[src/rtl/router_pkg.sv]
`default_nettype none
// +--------------------------------------------------------------------------+
// | router_pkg : state encoding, control-word decode and parameter check     |
// | Revision   : 1.0                                                         |
// +--------------------------------------------------------------------------+
package router_pkg;

    typedef enum logic [3:0] {
        DECODE_ADDRESS     = 4'd0,
        LOAD_FIRST_DATA    = 4'd1,
        LOAD_DATA          = 4'd2,
        FIFO_FULL_STATE    = 4'd3,
        LOAD_AFTER_FULL    = 4'd4,
        LOAD_PARITY        = 4'd5,
        CHECK_PARITY_ERROR = 4'd6,
        WAIT_TILL_EMPTY    = 4'd7,
        DROP_PACKET        = 4'd8
    } state_t;

    typedef struct packed {
        logic detect_add;
        logic lfd;
        logic ld;
        logic laf;
        logic full;
        logic write_enb;
        logic rst_int;
        logic busy;
        logic drop;
    } ctrl_t;

    function automatic bit addr_fits(input int num_ch, input int addr_w);
        return (num_ch >= 2) && (num_ch <= 16) && ((1 << addr_w) >= num_ch);
    endfunction

    function automatic ctrl_t decode_ctrl(input state_t s);
        ctrl_t c;
        c = '0;
        case (s)
            DECODE_ADDRESS:     c.detect_add = 1'b1;
            WAIT_TILL_EMPTY:    c.busy = 1'b1;
            LOAD_FIRST_DATA:    begin c.lfd = 1'b1; c.busy = 1'b1; c.write_enb = 1'b1; end
            LOAD_DATA:          begin c.ld = 1'b1; c.write_enb = 1'b1; end
            FIFO_FULL_STATE:    begin c.full = 1'b1; c.busy = 1'b1; end
            LOAD_AFTER_FULL:    begin c.laf = 1'b1; c.busy = 1'b1; c.write_enb = 1'b1; end
            LOAD_PARITY:        begin c.busy = 1'b1; c.write_enb = 1'b1; end
            CHECK_PARITY_ERROR: begin c.rst_int = 1'b1; c.busy = 1'b1; end
            DROP_PACKET:        c.drop = 1'b1;
            default:            c.detect_add = 1'b1;
        endcase
        return c;
    endfunction

endpackage
`default_nettype wire

[src/rtl/router_wait_timer.sv]
`default_nettype none
// +--------------------------------------------------------------------------+
// | router_wait_timer : clearable saturating counter, tc on last wait cycle  |
// | Revision          : 1.0                                                  |
// +--------------------------------------------------------------------------+
module router_wait_timer #(
    parameter int MAX = 255,
    parameter int W   = 8
) (
    input  logic clock,
    input  logic resetn,
    input  logic clear,
    input  logic enable,
    output logic tc
);

    logic [W-1:0] r_count;

    always_ff @(posedge clock or negedge resetn) begin
        if (!resetn) begin
            r_count <= '0;
        end else if (clear) begin
            r_count <= '0;
        end else if (enable && (r_count != W'(MAX))) begin
            r_count <= r_count + W'(1);
        end
    end

    // Fires on the MAX-th enabled cycle so the waiting state lasts exactly MAX cycles.
    assign tc = (MAX != 0) && enable && (r_count == W'(MAX - 1));

endmodule
`default_nettype wire

[src/rtl/router_fsm_param.sv]
`default_nettype none
// +--------------------------------------------------------------------------+
// | router_fsm_param : router control FSM steering NUM_CH destination FIFOs  |
// | Revision         : 1.0                                                   |
// +--------------------------------------------------------------------------+
module router_fsm_param
    import router_pkg::*;
#(
    parameter int NUM_CH       = 3,
    parameter int ADDR_W       = 2,
    parameter int WAIT_TIMEOUT = 255
) (
    input  logic              clock,
    input  logic              resetn,
    input  logic              pkt_valid,
    input  logic [ADDR_W-1:0] data_in,
    input  logic              fifo_full,
    input  logic [NUM_CH-1:0] fifo_empty,
    input  logic [NUM_CH-1:0] soft_reset,
    input  logic              parity_done,
    input  logic              low_pkt_valid,
    output logic [ADDR_W-1:0] dest_sel,
    output logic              detect_add,
    output logic              lfd_state,
    output logic              ld_state,
    output logic              laf_state,
    output logic              full_state,
    output logic              write_enb_reg,
    output logic              rst_int_reg,
    output logic              busy,
    output logic              drop_state
);

    localparam int NSEL = 1 << ADDR_W;
    localparam int TW   = (WAIT_TIMEOUT > 0) ? $clog2(WAIT_TIMEOUT + 1) : 1;

    if (!addr_fits(NUM_CH, ADDR_W)) begin : g_param_check
        $error("router_fsm_param: ADDR_W too narrow for NUM_CH or NUM_CH out of range");
    end

    state_t            r_state;
    state_t            w_next;
    ctrl_t             r_ctrl;
    logic [ADDR_W-1:0] r_dest_sel;
    logic              r_pkt_valid_q;
    logic              r_full_q;
    logic [NSEL-1:0]   w_empty_ext;
    logic [NSEL-1:0]   w_soft_ext;
    logic              w_sop;
    logic              w_addr_ok;
    logic              w_timeout;

    // Zero-padded to the full address space so unused addresses read as not-empty / no reset.
    assign w_empty_ext = NSEL'(fifo_empty);
    assign w_soft_ext  = NSEL'(soft_reset);
    assign w_sop       = pkt_valid & ~r_pkt_valid_q;
    assign w_addr_ok   = int'(data_in) < NUM_CH;

    router_wait_timer #(
        .MAX (WAIT_TIMEOUT),
        .W   (TW)
    ) u_wait_timer (
        .clock  (clock),
        .resetn (resetn),
        .clear  (r_state == DECODE_ADDRESS),
        .enable (r_state == WAIT_TILL_EMPTY),
        .tc     (w_timeout)
    );

    always_comb begin
        w_next = r_state;
        case (r_state)
            DECODE_ADDRESS: begin
                if (w_sop) begin
                    if (!w_addr_ok)                w_next = DROP_PACKET;
                    else if (w_empty_ext[data_in]) w_next = LOAD_FIRST_DATA;
                    else                           w_next = WAIT_TILL_EMPTY;
                end
            end
            WAIT_TILL_EMPTY: begin
                if (w_empty_ext[r_dest_sel]) w_next = LOAD_FIRST_DATA;
                else if (w_timeout)          w_next = DROP_PACKET;
            end
            LOAD_FIRST_DATA: w_next = LOAD_DATA;
            LOAD_DATA: begin
                if (fifo_full)       w_next = FIFO_FULL_STATE;
                else if (!pkt_valid) w_next = LOAD_PARITY;
            end
            FIFO_FULL_STATE: begin
                if (!fifo_full) w_next = LOAD_AFTER_FULL;
            end
            LOAD_AFTER_FULL: begin
                if (parity_done)        w_next = DECODE_ADDRESS;
                else if (low_pkt_valid) w_next = LOAD_PARITY;
                else                    w_next = LOAD_DATA;
            end
            LOAD_PARITY:        w_next = CHECK_PARITY_ERROR;
            CHECK_PARITY_ERROR: w_next = r_full_q ? FIFO_FULL_STATE : DECODE_ADDRESS;
            DROP_PACKET: begin
                if (!pkt_valid) w_next = DECODE_ADDRESS;
            end
            default: w_next = DECODE_ADDRESS;
        endcase
        if ((r_state != DECODE_ADDRESS) && w_soft_ext[r_dest_sel]) begin
            w_next = DECODE_ADDRESS;
        end
    end

    // Outputs are registered from the next state, so they track the state register exactly.
    always_ff @(posedge clock or negedge resetn) begin
        if (!resetn) begin
            r_state       <= DECODE_ADDRESS;
            r_ctrl        <= decode_ctrl(DECODE_ADDRESS);
            r_dest_sel    <= '0;
            r_pkt_valid_q <= 1'b0;
            r_full_q      <= 1'b0;
        end else begin
            r_state       <= w_next;
            r_ctrl        <= decode_ctrl(w_next);
            r_pkt_valid_q <= pkt_valid;
            if ((r_state == DECODE_ADDRESS) && w_sop) begin
                r_dest_sel <= data_in;
            end
            if (r_state == LOAD_PARITY) begin
                r_full_q <= fifo_full;
            end
        end
    end

    assign dest_sel      = r_dest_sel;
    assign detect_add    = r_ctrl.detect_add;
    assign lfd_state     = r_ctrl.lfd;
    assign ld_state      = r_ctrl.ld;
    assign laf_state     = r_ctrl.laf;
    assign full_state    = r_ctrl.full;
    assign write_enb_reg = r_ctrl.write_enb;
    assign rst_int_reg   = r_ctrl.rst_int;
    assign busy          = r_ctrl.busy;
    assign drop_state    = r_ctrl.drop;

endmodule
`default_nettype wire

[config.mk]
export PLATFORM = sky130hd
export DESIGN_NAME = router_fsm_param
export DESIGN_NICKNAME = d
export VERILOG_FILES = /design/src/rtl/router_pkg.sv /design/src/rtl/router_wait_timer.sv /design/src/rtl/router_fsm_param.sv
export SDC_FILE = /design/constraint.sdc
export NUM_CORES = 1
export LEC_CHECK = 0
export CAP_MARGIN = 15
export CORE_UTILIZATION = 49
export CTS_BUF_LIST = sky130_fd_sc_hd__clkbuf_4 sky130_fd_sc_hd__clkbuf_8 sky130_fd_sc_hd__clkbuf_16
export CTS_CLUSTER_DIAMETER = 150
export DETAILED_ROUTE_END_ITERATION = 7
export GPL_ROUTABILITY_DRIVEN = 0
export PLACE_DENSITY = 0.75
export SKIP_LAST_GASP = 1
export SLEW_MARGIN = 15
export SYNTH_ARGS = -nofsm -noshare
export SYNTH_HDL_FRONTEND = slang
export SYNTH_SLANG_ARGS = --single-unit
[constraint.sdc]
create_clock -name clock -period 2.95 [get_ports clock]
set_input_delay 0.59 -clock clock [delete_from_list [all_inputs] [get_ports clock]]
set_output_delay 0.59 -clock clock [all_outputs]
set_load 0.02 [all_outputs]
# [Word-level counts from Yosys, hierarchy flattened]
# Index checks and enable logic that the tools add are counted.
[totals] register_bits=25 out_inout_bits=11 word_cells=79 inputBits=14
[op_classes] reduce_logical=10 n_mux=31 addsub=1 n_eq_ne=18 n_lt_le_gt_ge=3 bitwise=2
[ops] op="2-to-1 mux 4 bit" n=9
[ops] op="one-hot mux 4 bit (9 select lines)" n=1
[ops] op="== test 4 x 3 -> 1 bit, second input constant" n=8
[ops] op="== test 4 x 2 -> 1 bit, second input constant" n=4
[ops] op="2-to-1 mux 8 bit" n=2
[ops] op="2-to-1 mux 1 bit" n=12
[ops] op="2-to-1 mux 3 bit" n=3
[ops] op="adder 8 x 1 -> 8 bit, second input constant" n=1
[ops] op="== test 4 x 1 -> 1 bit, second input constant" n=2
[ops] op="== test 4 bit, second input constant" n=2
[ops] op="== test 8 bit, second input constant" n=1
[ops] op="!= test 8 bit, second input constant" n=1
[ops] op="OR reduction 8 bit" n=1
[ops] op="binary-select mux 1 bit (select 2 bit)" n=3
[ops] op="< comparator 2 x 3 -> 1 bit, second input constant" n=2
[ops] op="OR reduction 6 bit" n=1
[ops] op="logical AND 1 bit" n=4
[ops] op="zero test 4 bit" n=1
[ops] op="nonzero test 4 bit" n=1
[ops] op="OR reduction 4 bit" n=1
[ops] op="< comparator 2 bit, second input constant" n=1
[ops] op="2-to-1 mux 2 bit" n=1
[ops] op="nonzero test 2 bit" n=1
[ops] op="bitwise AND 1 bit" n=1
[ops] op="NOT 1 bit" n=1

# [Longest topological paths before layout]
[depth] depth_word=10 ltp_mapped=7

# [Modules after synthesis]
# A second synthesis with hierarchy kept.
[hier_totals] cells_unflattened=139 area_unflattened_um2=1483.9
[modules_own_cells] mod="router_fsm_param" area_each_um2=983.4 n_inst=1 cells_per_inst=88 seq_area_each_um2=426.7
[modules_own_cells] mod="router_wait_timer" area_each_um2=500.5 n_inst=1 cells_per_inst=51 seq_area_each_um2=200.2

# [Worst setup path before layout]
# Ideal clock, no wire load.
[synth_timing] path_type="register -> register" start="register r_dest_sel[1], in the netlist dest_sel[1]" end="register r_ctrl, in the netlist write_enb_reg" path_buffers=0 arrival_ns=1.834 t_required_ns=2.825 path_stages_with_launch=7 setup_slack_ns=0.991 setup_time_ns=0.125 cell_sequence="dfrtp_1 mux2i_1 o21ai_0 a21o_1 a2111oi_4 nand2_2 mux2_4"
[synth_between] elab_chain_cells=8 word_cells_on_any_way=14
[synth_lines] item="start: declaration" line="router_fsm_param.sv:44" text="logic [ADDR_W-1:0] r_dest_sel;"
[synth_lines] item="start signal: assignment" line="router_fsm_param.sv:122" text="r_dest_sel <= data_in;"
[synth_lines] item="binary-select mux 1 bit (select 2 bit)" line="router_fsm_param.sv:81" text="if (w_empty_ext[r_dest_sel]) w_next = LOAD_FIRST_DATA;"
[synth_lines] item="2-to-1 mux 1 bit (implied by the code)" line="router_fsm_param.sv:81"
[synth_lines] item="2-to-1 mux 4 bit" line="router_fsm_param.sv:81"
[synth_lines] item="one-hot mux 4 bit (9 select lines)" line="router_fsm_param.sv:72" text="case (r_state)"
[synth_lines] item="2-to-1 mux 4 bit *" line="router_fsm_param.sv:104" text="if ((r_state != DECODE_ADDRESS) && w_soft_ext[r_dest_sel]) begin"
[synth_lines] item="== test 4 x 2 -> 1 bit (tied with other cells)" line="router_pkg.sv:39" text="case (s)"
[synth_lines] item="OR reduction 4 bit (no source line) *"
[synth_lines] item="2-to-1 mux 1 bit *" line="router_pkg.sv:39"
[synth_lines] item="end signal: assignment" line="router_fsm_param.sv:113" text="r_ctrl <= decode_ctrl(DECODE_ADDRESS);"
[synth_lines] item="end signal: assignment" line="router_fsm_param.sv:119" text="r_ctrl <= decode_ctrl(w_next);"
[synth_lines] item="end: declaration" line="router_fsm_param.sv:43" text="ctrl_t r_ctrl;"
# Mark *: on every way between the ends. The rest lies on a longest branch, timed or not. The select of a mux whose other input is x is not followed.
# A chain may end at the register's enable or synchronous reset.

# [Final worst setup path]
[layout_timing] start="input port pkt_valid" end="register r_ctrl, in the netlist lfd_state"
[layout_between] elab_chain_cells=6 word_cells_on_any_way=9
[layout_lines] item="start: declaration" line="router_fsm_param.sv:15" text="input logic pkt_valid,"
[layout_lines] item="2-to-1 mux 4 bit / bitwise AND 1 bit (equally long branches)" line="router_fsm_param.sv:87, router_fsm_param.sv:56"
[layout_lines] item="2-to-1 mux 4 bit, on equally long branches" line="router_fsm_param.sv:86, router_fsm_param.sv:74"
[layout_lines] item="one-hot mux 4 bit (9 select lines) *" line="router_fsm_param.sv:72"
[layout_lines] item="2-to-1 mux 4 bit *" line="router_fsm_param.sv:104"
[layout_lines] item="== test 4 x 1 -> 1 bit *" line="router_pkg.sv:39"
[layout_lines] item="2-to-1 mux 1 bit *" line="router_pkg.sv:39"
# Mark *: on every way between the ends. The rest lies on a longest branch, timed or not.

==> reports/results.ini <==
[run_status]
status = finished clean

[sta]
layout_min_cycle_time_ns = 2.27
clock_skew_ns = 0.00995
fmax_mhz = 440
slew_headroom_pct = 63.5
maxSlewViolCount = 0
fin_crit_sh_pct = 77.0
worstMarginPinSlew_ns = 0.541
tns_ns = 0
finalSetupViolCount = 0
rsz0062_at_grt = no
holdWs_ns = 0.555
final-hold-violation-count = 0

[clock_tree]
numCtsBuffers = 3
clk_pin_slew_ns = 0.14
cts_root_buf = clkbuf_4
clock_sinks = 25
cts_max_path_buffers = 2
cts-resized-gates = 0
clk-insertion-delay-late_ns = 0.32
cts_tree = done
cts.htree.levels = 1
cts_setup_buffers = 0
postCtsHoldBufs = 0

[setup_path]
crit_path_end_kind = register
worst-endpoint-required_ns = 3.19
startpoint_type = input pin
worst_ep_arrival_time_ns = 2.51
crit_type = in2reg
worst-path-max-fanout = 6

[synthesis]
leading_register_cell_type_out_of_synthesis = dfrtp_1
postSynthNetCount = 151
synth-edff-count = 0
postSynth.asyncResetShare_pct = 100
synth-seq-cells = 25
post_synth_num_cell_types = 47
netlist_area_sq_um = 1420
post_synth_main_area_contributors = dfrtp_1 42%, nor2_1 4.2%, mux2i_1 3.5%
synth_top_cell_area_share_pct = 42.3
synth_seq_area_share_pct = 44.2
yosysWarningCount = 0
number_of_instances_in_the_synthesized_netlist = 135
synth.cells.most_frequent = 24 x dfrtp_1, 16 x nor2_1, 10 x nand2_1, 7 x inv_1, 6 x a21oi_1
synth_top_cell_by_area = dfrtp_1
postSynthAreaPerCell_sq_um = 10.5
yosys.cell_count.top_type = dfrtp_1

[layout]
max_flop_register = u_wait_timer.r_count
fin_area_sq_um = 1680
finalCoreUtilization_pct = 61.1
fin_nets = 177
area_grow_syn2layout_pct = 18.7
final_layout_size_suffix_gt1_share_pct = 15.6
largest_reg_flops = 8
antennaDiodeCount = 0

[floorplan]
initial_core_util_pct = 51.5
die_h_um = 55.8
die_w_um = 55.8
std_cell_rows = 19
floorplan.io_pins = 25
core_area_sq_um = 2760
die_area_sq_um = 3110

[power]
vdd.ir_drop.worst_mv = 0.628
power_density_nw_per_um2 = 811
design_power_total_mw = 1.37
standby_leakage_power_nw = 0.754

[grt]
grt_antenna_before_repair = 0
first_global_vias = 1102
grt_first_pass_wirelength_mm = 4.77
grt.overflow.total = 0
maximum_number_of_pins_on_one_net_before_global_route_repair = 26
gr-usage-all-layers_pct = 19.2

[routing]
vias_per_cell = 5.71
routedWlPerCell_um = 14.3
drt_iter0_drc = 18
dr_wl_met2_mm = 1.29
dr_total_vias = 1090
drc = 0
top_layer = met4
met3WireLength_um = 99
firstDrtPassIters = 4
detail_route.wirelength.met1_mm = 1.29
totalWireLength_mm = 2.73
route.antenna.remaining_nets = 0

[place]
detailed_place.area_sq_um = 1650
buffer_ports.inserted = 24
dp_hpwl_mm = 1.98

[run]
max-cap-violations = 0

[hold_path]
timing.hold.worst.class = reg2reg

## metal layers
layer / global-route usage (%) / up-vias
met3: 3.02 / 5
li1: - / 531
met4: 6.27 / 0
met2: 32.4 / 23
met1: 25.5 / 531
met5: 0 / -
## power breakdown
group / total [mW] / leakage [nW] / internal, mW / switching [mW]
clock network: 0.164 / 0.0184 / 0.0622 / 0.102
registers: 0.529 / 0.329 / 0.432 / 0.0969
logic: 0.673 / 0.407 / 0.326 / 0.347
## cell families (layout without fill, tap and decap cells)
| kind of cell | after synthesis | after routing | synth area share (%) |
|---|---|---|---|
| compound gates | 22 | 22 | 12.1 |
| fa+ha+maj | 2 | 2 | 1.76 |
| buf+inv | 12 | 37 | 6.00 |
| flops | 25 | 25 | 44.2 |
| xor+xnor | 6 | 6 | 3.70 |
| simple gates | 59 | 59 | 25.3 |
| mux | 9 | 9 | 6.97 |
## critical path, cell delays in order
cell	delay, ns
clkdlybuf4s50_1	0.56
nor2b_1	0.19
nand2_1	0.08
nor4b_1	0.47
a2111oi_4	0.11
or2_2	0.32
nor3_1	0.19
## metrics by stage
step           cells  setup slack (ns)
6_report         191             0.678
5_1_grt          191             0.566
4_1_cts          191             0.669
3_5_place_dp     187             0.310
3_3_place_gp     187             0.409
2_1_floorplan    135             0.991
## area by class of cell
| type | instances | area [sq um] |
|---|---|---|
| fillers | 227 | 1070 |
| multi-input cells | 98 | 707 |
| flip-flops and latches | 25 | 627 |
| repair buffers | 26 | 255 |
| well taps | 31 | 38.8 |
| clock buffers | 4 | 30.0 |
| inverters | 7 | 26.3 |
## cells in the final DEF, fill, tap and decap left out, types with 2 or more instances in the layout
cell type | netlist | final
dfrtp_1 | 24 | 24
clkdlybuf4s50_1 | 0 | 24
nor2_1 | 16 | 16
nand2_1 | 10 | 10
inv_1 | 7 | 7
a21oi_1 | 6 | 6
mux2i_1 | 5 | 5
xor2_1 | 5 | 5
o21ai_0 | 4 | 4
clkbuf_4 | 0 | 4
nand3b_1 | 3 | 3
nand2b_1 | 3 | 3
mux2_2 | 3 | 3
nor4_1 | 2 | 2
or2_2 | 2 | 2
nor2b_1 | 2 | 2
o211ai_1 | 2 | 2
and3_2 | 2 | 2
a21o_1 | 2 | 2
nor4b_1 | 2 | 2
nor3_1 | 2 | 2
nand4_1 | 2 | 2
ha_1 | 2 | 2
buf_4 | 0 | 2
## worst paths after layout
path                                 startpoint  cells after the start                 endpoint  slack [ns]
min in group asynchronous                resetn                      2  dest_sel[1]$_DFFE_PN0P_        0.60
setup reg to reg           r_state[3]$_DFF_PN0_                      6  write_enb_reg$_DFF_PN0_        0.78
setup / recovery                      pkt_valid                      7      lfd_state$_DFF_PN0_        0.68
hold / removal             r_full_q$_DFFE_PN0P_                      2     r_full_q$_DFFE_PN0P_        0.56
hold reg to reg            r_full_q$_DFFE_PN0P_                      2     r_full_q$_DFFE_PN0P_        0.56
max in group asynchronous                resetn                      2     detect_add$_DFF_PN1_        2.05
No activity file was read; power rests on OpenSTA's default activity.
